--- src/rtl/led_event_blinker.sv ---
// Event-to-blink LED driver: one fixed ON/OFF blink per event, extra events queued.
// Optional LED_PWM_EN dims the ON phase with a free-running PWM counter.
module led_event_blinker #(
   parameter int ON_TIME  = 75000,
   parameter int OFF_TIME = 75000,
   parameter int CNT_W    = 17,
   parameter int PEND_W   = 4,
   parameter int PWM_W    = 4
) (
   input  logic              i_clk,
   input  logic              i_reset,
   input  logic              i_event,
   input  logic [PWM_W-1:0]  i_duty,
   output logic              o_led,
   output logic              o_busy,
   output logic [PEND_W-1:0] o_pending,
   output logic              o_overflow
);

   typedef enum logic [1:0] {S_IDLE, S_ON, S_OFF} state_t;

   state_t             r_state, w_state_nxt;
   logic [CNT_W-1:0]   r_timer, w_timer_nxt;
   logic [PEND_W-1:0]  r_pend;
   logic               r_ovf;
   logic               r_led, w_led_nxt;
   logic               w_start;
   logic               w_pwm_on;

`ifdef LED_PWM_EN
   logic [PWM_W-1:0]   r_pwm;
   logic [PWM_W-1:0]   w_pwm_nxt;

   // LED is registered, so compare against the count it will show with
   assign w_pwm_nxt = r_pwm + 1'b1;
   assign w_pwm_on  = (w_pwm_nxt < i_duty) || (&i_duty);

   always_ff @(posedge i_clk) begin
      if (i_reset) r_pwm <= '0;
      else         r_pwm <= w_pwm_nxt;
   end
`else
   logic w_unused_duty;
   assign w_unused_duty = ^i_duty;
   assign w_pwm_on      = 1'b1;
`endif

   always_ff @(posedge i_clk) begin
      if (i_reset) begin
         r_state <= S_IDLE;
         r_timer <= '0;
         r_led   <= 1'b0;
      end else begin
         r_state <= w_state_nxt;
         r_timer <= w_timer_nxt;
         r_led   <= w_led_nxt;
      end
   end

   always_comb begin
      w_state_nxt = r_state;
      w_timer_nxt = r_timer;
      w_start     = 1'b0;
      case (r_state)
         S_IDLE: if (r_pend != '0) begin
            w_state_nxt = S_ON;
            w_timer_nxt = CNT_W'(ON_TIME - 1);
            w_start     = 1'b1;
         end
         S_ON: if (r_timer != '0) begin
            w_timer_nxt = r_timer - 1'b1;
         end else begin
            w_state_nxt = S_OFF;
            w_timer_nxt = CNT_W'(OFF_TIME - 1);
         end
         S_OFF: if (r_timer != '0) begin
            w_timer_nxt = r_timer - 1'b1;
         end else if (r_pend != '0) begin
            w_state_nxt = S_ON;
            w_timer_nxt = CNT_W'(ON_TIME - 1);
            w_start     = 1'b1;
         end else begin
            w_state_nxt = S_IDLE;
         end
         default: w_state_nxt = S_IDLE;
      endcase
   end

   always_comb begin
      w_led_nxt = (w_state_nxt == S_ON) && w_pwm_on;
   end

   // Simultaneous event and blink start cancel out
   always_ff @(posedge i_clk) begin
      if (i_reset) begin
         r_pend <= '0;
         r_ovf  <= 1'b0;
      end else begin
         case ({i_event, w_start})
            2'b10: if (&r_pend) r_ovf <= 1'b1;
                   else         r_pend <= r_pend + 1'b1;
            2'b01: r_pend <= r_pend - 1'b1;
            default: ;
         endcase
      end
   end

   assign o_led      = r_led;
   assign o_busy     = (r_state != S_IDLE);
   assign o_pending  = r_pend;
   assign o_overflow = r_ovf;

endmodule

--- config.mk ---
export PLATFORM = sky130hd
export DESIGN_NAME = led_event_blinker
export DESIGN_NICKNAME = d
export VERILOG_FILES = /design/src/rtl/led_event_blinker.sv
export SDC_FILE = /design/constraint.sdc
export NUM_CORES = 1
export LEC_CHECK = 0
export BUFFER_PORTS_ARGS = -buffer_cell sky130_fd_sc_hd__buf_2
export CORE_ASPECT_RATIO = 0.75
export CORE_MARGIN = 5
export CORE_UTILIZATION = 35
export CTS_CLUSTER_DIAMETER = 40
export CTS_CLUSTER_SIZE = 28
export DETAILED_ROUTE_END_ITERATION = 6
export PLACE_DENSITY = 0.54
export SLEW_MARGIN = 0
export SYNTH_ARGS = -nofsm -noshare
export SYNTH_HDL_FRONTEND = slang
export SYNTH_SLANG_ARGS = --single-unit
--- constraint.sdc ---
create_clock -name i_clk -period 8.55 [get_ports i_clk]
set_input_delay 0.4275 -clock i_clk [delete_from_list [all_inputs] [get_ports i_clk]]
set_output_delay 0.4275 -clock i_clk [all_outputs]
set_load 0.01 [all_outputs]
Word level (Yosys, flattened, before mapping):

Index checks and enable logic that the tools add are counted.

* bits in registers: 25
* bits of input ports: 7
* output and inout bits: 7
* logic and storage cells: 37

* $add $sub $neg: 3
* equality and inequality tests: 6
* muxes and demuxes: 14
* reduce and logical (&&, ||, !) cells: 9

Operator list (number)
* $mux W17: 3
* $pmux W17 S3: 1
* $reduce_bool A17 Y1: 1
* $sub A17 B1 Y17 const B: 1
* $pmux W4 S2: 1
* $eq A2 B1 Y1 const B: 3
* $mux W2: 3
* $pmux W2 S3: 1
* $reduce_and A5 Y1: 1
* $add A4 B1 Y4 const B: 1
* $eq A2 B2 Y1 const B: 2
* $mux W4: 1
* $reduce_and A4 Y1: 1
* $reduce_bool A2 Y1: 2
* $reduce_bool A4 Y1: 1
* $sub A4 B1 Y4 const B: 1
* $mux W1: 3
* $reduce_bool A3 Y1: 1
* $logic_not A2 Y1: 1
* $ne A2 B2 Y1 const B: 1
* $pmux W1 S2: 1
* $reduce_and A2 Y1: 1

Longest topological paths before layout:

Gate-level depths: netlist (run 1).

* depth after elaboration: 7
* depth in mapped cells: 13
* gate-level depth less buffers: 12

Least setup slack after synthesis (run 1):

OpenSTA, ideal clock, no wires.

* kind: reg2reg
* start: register r_timer[0]
* end: register r_pend[2] (netlist: o_pending[2])
* arrival: 2808 ps
* data required time: 8490 ps
* path slack: 5682 ps
* cell stages (with the launch flop): 14
* path buffers: 1
* cells stage by stage: dfxtp_1 inv_1 ha_1 or4b_4 or4_4 buf_6 o21ai_4 nand2_1 xnor2_1 ha_1 nor3_1 nor3b_1 o211ai_1 nand2_1

* longest elaborated chain between the ends: 6

Ends and longest elaborated chain
* start: declaration: line 23 `logic [CNT_W-1:0] r_timer, w_timer_nxt;`
* start signal: assignment: line 55 `r_timer <= w_timer_nxt;`
* $reduce_bool A17 Y1 (*): line 76 `S_OFF: if (r_timer != '0) begin`
* $mux W1 (*): line 76
* $pmux W1 S2 (*): line 64 `case (r_state)`
* $eq A2 B2 Y1 / $eq A2 B1 Y1 (equally long branches): line 99 `case ({i_event, w_start})`
* $ne A2 B2 Y1 (no source line) / $reduce_bool A2 Y1 (equally long branches)
* $reduce_and A2 Y1 (no source line)
* end signal: assignment: line 101 `else r_pend <= r_pend + 1'b1;`
* end signal: assignment: line 102 `2'b01: r_pend <= r_pend - 1'b1;`
* end: declaration: line 24 `logic [PEND_W-1:0] r_pend;`

Mark *: on every way between the ends. The rest lies on a longest branch, timed or not.
A chain may end at the register's enable or synchronous reset.

Worst setup path in the final report (run 1):

Ends and elaborated chain as after synthesis.

==> out/metrics.cfg, run 1 <==
[outcome]
outcome = finished, final reports clean

[grt]
grtUsageTotal_pct = 15.0
grt_first_pass_wirelength_um = 8740
grt_pass1_vias = 1681
grt_overflow = 0
grt_start_max_net_pins = 31
antenna_found_initial = 0

[timing]
tightest_slew_ps = 994
min_period_over_period_pct = 37.7
rsz0062_at_grt = no
whs_ps = 483
tns_ps = 0
layout_setup_ws_ps = 5320
relSlewSlack_pct = 33.2
hold_viol = 0
clock_skew_ps = 9.67
finalSetupViolations = 0
fmax_mhz = 310
layout_min_cycle_time_ps = 3230
finalMaxSlewViolations = 0

[cts]
cts.path.max_buffers = 2
hold_buffers = 0
postCtsSetupRepairBufs = 0
h-tree-depth = 1
root_buffer = clkbuf_8
cts.clk_slew.worst_paths_ps = 100
numCtsBuffers = 3
clk_latency_ps = 280
cts_resized = 0
cts_num_sinks = 25
cts_tree = yes

[placement]
place_inst = 319
placed_area_um2 = 2010
dpl.hpwl_um = 3820
gp_congestion = 0.871
post-place-ws_ps = 5380
port_buffers = 9

[worst_setup_path]
cp_num_buf_inv = 1
critPathKind = reg2reg
startpoint_type = register
arrival_ps = 3450
endpoint_kind = register
cp_top_family = simple AND/OR/NAND/NOR gates
cp_max_fo = 16
reg2reg_slack_ps = 5320
slowest_delay_ps = 680
cp_cell_sequence = inv_1 > ha_1 > or4b_4 > or4_4 > o21ai_4 > nand2_1 > xnor2_1 > ha_1 > nor3_1 > nor3b_1 > o211ai_1 > nand2_1
critPathSlowestCell = or4_4
crit_required_ps = 8780

[yosys]
synth_mux_area_share_pct = 2.78
syn_nets = 270
netlist_area_um2 = 1980
synth_top_family_by_area = compound AO/OA/AOI/OAI gates
yosysSeqAreaShare_pct = 25.3
synth_edf_count = 0
synthAdderAreaFrac_pct = 5.06
ys_async_sr_fraction_pct = 0
avgSynthCellArea_um2 = 7.76
synth_xor_area_share_pct = 0.885
ys_ff_latch = 25
synth-main-ff-cell = dfxtp_1
synth_compound_area_share_pct = 30.3
yosys.area_share.simple_pct = 27.6
ys_warn_count = 0
syn-instance-count = 255
ys_types = 58

[job]
maxCapViolCount = 0

[drt]
drt-initial-drc-count = 187
firstDrtPassIters = 5
drc_errors = 0
wl_per_cell_um = 16.4
via_per_inst = 5.98
ant_nets = 0
drt_wl_total_um = 5300
dr_total_vias = 1931

[floorplanning]
ios = 14
fp.coreArea_um2 = 5410
die_x_um = 96.8
die_area_um2 = 7270
num_rows = 23
die_y_um = 75.1
initial_core_util_pct = 36.6

[power]
clkPwrFrac_pct = 10.0
peakVddDrop_mv = 0.101
p_total_uw = 722
switchingPower_uw = 368
p_leak_nw = 0.760
combPwrFrac_pct = 63.9
internal_power_uw = 354
p_seq_share_pct = 26.1
switching_share_pct = 51.0
power_density_nw_per_um2 = 351

[cells_and_area]
stdcell_count = 323
n_antenna_cell = 0
drive_gt1_share_pct = 12.1
mostFrequentLayoutCells = nor2_1, dfxtp_1, a21oi_1
fin_nets = 264
final_util_pct = 38.0
stdcell_area_um2 = 2050
final_common_cell = nor2_1
fill_cells = 586
area_growth_pct = 3.79

[worst_hold_path]
hp-class = reg2reg

## logic make-up (layout without fill, tap and decap cells)
logic type               count (synthesis)  count (layout)
XOR/XNOR                                 2               2
buffers and inverters                   33              26
flip-flops                              25              25
adder cells (fa/ha/maj)                  8               8
multiplexers                             5               5
AND/OR/NAND/NOR                         98              98
AO/OA/AOI/OAI                           84              84
## power groups by stage
stage,Combinational [mW],Sequential (mW),Clock (mW)
after floorplan,0.384,0.173,0
after global placement,0.458,0.189,0
final,0.461,0.188,0.0724
after CTS,0.453,0.186,0.0770
after global routing,0.508,0.194,0.0808
after detailed placement,0.451,0.188,0
## area by class of cell
type	instances	area, um^2	share of cell area, %
clock buffer	3	41.3	2.01
clock inverter	1	5.00	0.244
inverter	13	48.8	2.38
multi-input combinational	197	1320	64.3
sequential	25	500	24.4
tap	75	93.8	4.57
timing repair buffer	9	45.0	2.19
## sequential cells by signal, indices dropped and copies added (netlist names)
signal	flops
o_overflow	1
o_led	1
r_timer	17
r_state	2
o_pending	4
## final timing paths
check / start / end / cells after the start
setup / recovery: r_timer[0]$_SDFFE_PP0P_ / o_pending[2]$_SDFFE_PP0P_ / 12
hold / removal: r_timer[14]$_SDFFE_PP0P_ / r_timer[14]$_SDFFE_PP0P_ / 1
setup reg to reg: r_timer[0]$_SDFFE_PP0P_ / o_pending[2]$_SDFFE_PP0P_ / 12
hold reg to reg: r_timer[14]$_SDFFE_PP0P_ / r_timer[14]$_SDFFE_PP0P_ / 1
## routing by layer
layer  vias to the layer above  track usage (%)  routed length, um  share of wire, %
li1                        946                -                  -                 -
met1                       907             22.8               2740                52
met2                        72             21.2               2070                39
met3                         6             2.96                432               8.2
met4                         0             4.36                 57               1.1
met5                         -                0                  0                 0
## cell usage after synthesis, types with 2 or more instances
master	number	area share [%]
a21oi_1	19	4.8
a221oi_1	2	0.89
a22oi_1	6	2.3
a311oi_1	4	1.8
a31oi_1	3	0.95
and2_1	2	0.63
buf_2	4	1.0
buf_6	4	2.3
clkbuf_1	12	2.3
dfxtp_1	25	25
ha_1	8	5.1
inv_1	13	2.5
mux2i_1	4	2.0
nand2_1	10	1.9
nand2b_1	6	1.9
nand3_1	7	1.8
nand4_1	2	0.63
nor2_1	31	5.9
nor2b_1	5	1.6
nor3_1	8	2.0
nor3b_1	3	1.1
nor4_1	6	1.9
o2111a_1	2	1.1
o211ai_1	2	0.76
o21a_1	2	0.76
o21ai_0	10	2.5
o21ai_1	9	2.3
o21ai_4	2	1.6
o221ai_1	2	0.89
o22ai_1	4	1.3
o41ai_1	2	0.89
or2_2	3	0.95
or3_1	3	0.95
or4_1	5	1.9
or4_4	2	1.1
No activity file was read; power rests on OpenSTA's default activity.
==> run 2, diff against run 1 <==
--- a/config.mk
+++ b/config.mk
@@ -5,6 +5,7 @@
 export SDC_FILE = /design/constraint.sdc
 export NUM_CORES = 1
 export LEC_CHECK = 0
+export ABC_AREA = 1
 export BUFFER_PORTS_ARGS = -buffer_cell sky130_fd_sc_hd__buf_2
 export CORE_ASPECT_RATIO = 0.75
 export CORE_MARGIN = 5
@@ -12,7 +13,7 @@
 export CTS_CLUSTER_DIAMETER = 40
 export CTS_CLUSTER_SIZE = 28
 export DETAILED_ROUTE_END_ITERATION = 6
-export PLACE_DENSITY = 0.54
+export PLACE_DENSITY = 0.56
 export SLEW_MARGIN = 0
 export SYNTH_ARGS = -nofsm -noshare
 export SYNTH_HDL_FRONTEND = slang
==> constraint.sdc (replaced) <==
create_clock -name i_clk -period 2.8 [get_ports i_clk]
set_input_delay 0.14 -clock i_clk [delete_from_list [all_inputs] [get_ports i_clk]]
set_output_delay 0.14 -clock i_clk [all_outputs]
set_load 0.01 [all_outputs]
==> run 2 against run 1 <==
Against the previous run:
- global-route usage rose by 0.12 points
- sequential share of layout area rose by 0.27 points
- fmax grew 46%
- non-clock buffer count is 4 higher
==> out/metrics.cfg, run 2 <==
[worst_setup_path]
critPathLaunch = r_timer[0]$_SDFFE_PP0P_
endpoint_kind = register
startpoint_type = register
arrival_ps = 2390
crit_required_ps = 2980
cp_max_fo = 5
r2r_start = r_timer[0]$_SDFFE_PP0P_
critPathKind = reg2reg

[cells_and_area]
final_util_pct = 38.8
area_growth_pct = 9.43
stdcell_count = 366
stdcell_area_um2 = 2030
regMostFlops = r_timer
final_common_cell = nand2_1
largest_reg_flops = 17
drive_gt1_share_pct = 15.1
n_antenna_cell = 0
mostFrequentLayoutCells = nand2_1, nor2_1, inv_1
seq_area_um2 = 500
fin_nets = 307
multiInputGateArea_um2 = 1200
fill_cells = 587

[grt]
antenna_found_initial = 0
grt_first_pass_wirelength_um = 8160
grt_start_max_net_pins = 21
grtUsageTotal_pct = 15.1
grt_overflow = 0
grt_pass1_vias = 1666

[power]
p_leak_nw = 0.920
switchingPower_mw = 1.19
clkPwrFrac_pct = 10.0
switching_share_pct = 52.7
combPwrFrac_pct = 63.1
power_density_nw_per_um2 = 1120
internal_power_mw = 1.07
peakVddDrop_mv = 0.366
p_seq_share_pct = 26.9
p_total_mw = 2.27

[yosys]
synth.largest_area_cell = dfxtp_1
synth-main-ff-cell = dfxtp_1
synth_top_area_share_pct = 27.0
synth_edf_count = 0
synth_most_common_cell = nand2_1
ys_ff_latch = 25
ys_async_sr_fraction_pct = 0
avgSynthCellArea_um2 = 6.61
yosysSeqAreaShare_pct = 27.0
synth_commonest_cells = nand2_1, nor2_1, inv_1
syn_nets = 296
ys_warn_count = 0
synthTopCellsByArea = dfxtp_1, nand2_1, nor2_1
ys_types = 36
syn-instance-count = 281
netlist_area_um2 = 1860

[drt]
drc_errors = 0
dr_total_vias = 1834
via_per_inst = 5.01
wl_per_cell_um = 13.3
ant_nets = 0
drt_wl_total_um = 4850
drt-initial-drc-count = 119
firstDrtPassIters = 4

[cts]
cts.path.max_buffers = 2
cts_num_sinks = 25
clk_latency_ps = 270
hold_buffers = 0
cts.clk_slew.worst_paths_ps = 90
postCtsSetupRepairBufs = 0
root_buffer = clkbuf_8
numCtsBuffers = 3
cts_tree = yes
cts_resized = 0
h-tree-depth = 1

[timing]
finalSetupViolations = 0
whs_ps = 145
layout_setup_ws_ps = 592
fmax_mhz = 453
tightest_slew_ps = 635
clock_skew_ps = 2.59
tns_ps = 0
hold_viol = 0
layout_min_cycle_time_ps = 2210
finalMaxSlewViolations = 0
min_period_over_period_pct = 78.9
relSlewSlack_pct = 57.6
rsz0062_at_grt = no

[floorplanning]
die_x_um = 94.1
initial_core_util_pct = 35.5
fp.coreArea_um2 = 5240
num_rows = 23
die_y_um = 73.1
die_area_um2 = 6880
ios = 14

[placement]
port_buffers = 9
gp_congestion = 0.825
dpl.hpwl_um = 3590
placed_area_um2 = 1990
place_inst = 362
post-place-ws_ps = 620

[job]
maxCapViolCount = 0

[outcome]
outcome = finished, final reports clean

[worst_hold_path]
holdCritStartpoint = i_reset
hp-class = in2reg

[run 2: cell count changes in the layout (fill, tap and decap cells not counted), sizes merged, moves of 5 or more]
cell and change:
a22oi -6, a31oi +5, inv +18, nand2 +45, nand2b -6, nand3 +18, nand4 +5, nor2 +15
nor4 -8, or4 -7
[run 2: layer usage]
metal | wire length [um] | part of all wire [%] | global-route usage, %
met3 | 218 | 4.5 | 3.20
met4 | 39 | 0.80 | 4.01
met5 | 0 | 0 | 0
met2 | 2040 | 42 | 22.6
met1 | 2550 | 53 | 22.0
[run 2: path summary, 6_finish.rpt]
| check | endpoint | slack, ps | cells past startpoint |
|---|---|---|---|
| worst max-delay path | o_pending[2]$_SDFFE_PP0P_ | 590 | 17 |
| worst max register to register | o_pending[2]$_SDFFE_PP0P_ | 590 | 17 |
| worst min register to register | o_overflow$_SDFFE_PP0P_ | 470 | 1 |
| worst min-delay path | r_timer[12]$_SDFFE_PP0P_ | 140 | 2 |
[run 2: kinds of logic after synthesis]
family | after synthesis | synth area share, %
AOI/OAI and AO/OA | 62 | 19.3
and+or+nand+nor | 142 | 37.1
buffers and inverters | 38 | 8.42
adders and majority gates | 8 | 5.39
xor gates and xnor gates | 6 | 2.83
DFF | 25 | 27.0
[run 2: power groups by stage]
stage	registers, mW	clock network [mW]	logic (mW)
2_1_floorplan	0.598	0	1.09
3_3_place_gp	0.615	0	1.42
3_5_place_dp	0.614	0	1.42
4_1_cts	0.608	0.236	1.43
5_1_grt	0.628	0.250	1.62
6_report	0.609	0.226	1.43
[run 2: critical path, stage by stage (launching register included)]
cell and delay (ps):
dfxtp_1 350, inv_1 150, ha_1 190, inv_1 40, nor2_1 70, nand2_1 90
nor2_4 130, nand3_2 100, nand2_2 110, nand2_2 100, xnor2_1 140, ha_1 200
nor2_1 100, nand3_1 90, nand2_1 90, nand3_1 60, nand2_1 60, nor2_1 40
[run 2: area by class of cell]
class	count	area share, %
clock buffers	3	2.03
clock inverters	1	0.246
inverters	31	5.73
multi-input cells	218	59.1
flip-flops and latches	25	24.6
well taps	75	4.62
repair buffers	13	3.69
==> run 3, diff against run 2 <==
==> constraint.sdc (replaced) <==
create_clock -name i_clk -period 1.95 [get_ports i_clk]
set_input_delay 0.0975 -clock i_clk [delete_from_list [all_inputs] [get_ports i_clk]]
set_output_delay 0.0975 -clock i_clk [all_outputs]
set_load 0.01 [all_outputs]
==> run 3 against run 2 <==
Against the previous run:
- the run now ends with negative setup slack left
- sequential power grew 30%
- highest routed layer unchanged
- total power grew 66%
- clock power grew 43%
- via count grew 7.5%
==> out/metrics.cfg, run 3 (synthesis gave the netlist of run 2 again) <==
[worst_setup_path]
cp_cell_sequence = inv_2 > ha_4 > inv_2 > nor2_2 > nand2_2 > nor2_4 > nand3_2 > nand2_2 > nand2_2 > xnor2_2 > ha_2 > nor2_2 > nand3_1 > nand2_1 > nand3_1 > nand2_1 > nor2_1
cp_num_cells = 17
r2r_start = r_timer[1]$_SDFFE_PP0P_
arrival_ps = 2180
r2r_end = o_pending[2]$_SDFFE_PP0P_
reg2reg_slack_ps = -40
endpoint_kind = register
cp_max_fo = 3
endpoint = o_pending[2]$_SDFFE_PP0P_
critPathSlowestCell = dfxtp_2
cp_num_buf_inv = 2
startpoint_type = register
critPathKind = reg2reg
critPathLaunch = r_timer[1]$_SDFFE_PP0P_
slowest_delay_ps = 340
r2r_cells = 17
crit_required_ps = 2130
cpMostUsedCell = nand2_2
cp_top_family = simple AND/OR/NAND/NOR gates

[worst_hold_path]
hp-class = in2reg

[power]
peakVddDrop_mv = 0.456
combPwrFrac_pct = 70.3
power_density_nw_per_um2 = 1620
switching_share_pct = 49.5
switchingPower_mw = 1.86
clkPwrFrac_pct = 8.6
p_seq_share_pct = 21.1
p_leak_nw = 1.09
internal_power_mw = 1.89

[drt]
drt-initial-drc-count = 183
drt_wl_total_um = 5320
firstDrtPassIters = 4
wl_per_cell_um = 13.4
dr_total_vias = 1971
ant_nets = 0
via_per_inst = 4.95
drc_errors = 0

[placement]
port_buffers = 9
placed_area_um2 = 2190
gp_congestion = 0.871
place_inst = 388
dpl.hpwl_um = 3950

[cells_and_area]
fin_nets = 339
final_util_pct = 44.2
n_antenna_cell = 0
stdcell_area_um2 = 2320
largest_reg_flops = 17
mostFrequentLayoutCells = nand2_1, nor2_1, buf_4
final_common_cell = nand2_1
drive_gt1_share_pct = 26.6
area_growth_pct = 24.7
regMostFlops = r_timer
stdcell_count = 398

[cts]
h-tree-depth = 1
numCtsBuffers = 3
cts_tree = yes
cts_num_sinks = 25
clk_latency_ps = 280
root_buffer = clkbuf_8
cts.path.max_buffers = 2
cts.clk_slew.worst_paths_ps = 90

[grt]
antenna_found_initial = 0
grt_pass1_vias = 1804
grt_overflow = 0
grt_first_pass_wirelength_um = 8910
grtUsageTotal_pct = 16.5
grt_start_max_net_pins = 17

[timing]
tightest_slew_ps = 492
min_period_over_period_pct = 102
finalSetupViolations = 1
hold_viol = 0
layout_min_cycle_time_ps = 1990
clock_skew_ps = 7.24
fmax_mhz = 502
whs_ps = 120
finalMaxSlewViolations = 0
layout_setup_ws_ps = -43.4
tns_ps = -43.4
rsz0062_at_grt = yes
relSlewSlack_pct = 67.1

[floorplanning]
ios = 14
num_rows = 23
die_x_um = 94.1
die_area_um2 = 6880
initial_core_util_pct = 35.5
fp.coreArea_um2 = 5240
die_y_um = 73.1

[outcome]
violations = negative setup slack
outcome = finished with violations

[job]
maxCapViolCount = 0

-- run 3: cell types whose count changed in the layout (fill, tap and decap cells not counted), moves of 2 or more --
cell / previous run / this run
buf_4: 4 / 35
inv_1: 27 / 24
inv_2: 4 / 7
dfxtp_1: 25 / 23
dfxtp_2: 0 / 2
ha_1: 8 / 6
nor2_1: 38 / 36
nor2_2: 3 / 5
-- run 3: repair_timing --
action                                  in CTS  in global routing
gates resized for setup                      2                  9
buffers inserted                             1                  5
hold buffers                                 0                  0
pin swaps                                    1                 10
endpoints found under the setup margin       1                 10
hold endpoints to repair                     0                  0
-- run 3: final cells by class --
class / count / area (um^2)
clock buffers: 4 / 45.0
fillers: 538 / 2920
inverters: 31 / 116
multi-input cells: 218 / 1230
flip-flops and latches: 25 / 503
well taps: 75 / 93.8
repair buffers: 45 / 328
-- run 3: worst min path at each step --
| stage | from | end | cells past startpoint | slack [ps] |
|---|---|---|---|---|
| after global placement | i_reset | r_timer[12]$_SDFFE_PP0P_ | 2 | 420 |
| after detailed placement | i_reset | r_timer[12]$_SDFFE_PP0P_ | 2 | 410 |
| after global routing | i_reset | r_timer[12]$_SDFFE_PP0P_ | 2 | 120 |
| after floorplan | i_event | o_pending[1]$_SDFFE_PP0P_ | 3 | 390 |
| after CTS | i_reset | r_timer[12]$_SDFFE_PP0P_ | 2 | 110 |
| final | i_reset | r_timer[12]$_SDFFE_PP0P_ | 2 | 120 |
-- run 3: per-stage QoR --
stage                     power (mW)  worst slack, ps
after floorplan                 2.43             3.72
after global placement          3.26             45.0
after detailed placement        3.26             4.18
after CTS                       3.62             11.9
after global routing            4.12             -171
final                           3.76            -43.4
-- run 3: power groups by stage --
stage	Combinational [mW]	Sequential (mW)	Clock, mW
2_1_floorplan	1.57	0.861	0
3_3_place_gp	2.47	0.792	0
3_5_place_dp	2.46	0.792	0
4_1_cts	2.49	0.785	0.346
5_1_grt	2.94	0.816	0.364
6_report	2.64	0.793	0.324
-- run 3: metal layers --
| metal | wire length, um | track usage (%) |
|---|---|---|
| met5 | 0 | 0 |
| met4 | 38 | 3.04 |
| met3 | 306 | 3.30 |
| met2 | 2180 | 24.1 |
| met1 | 2800 | 25.1 |
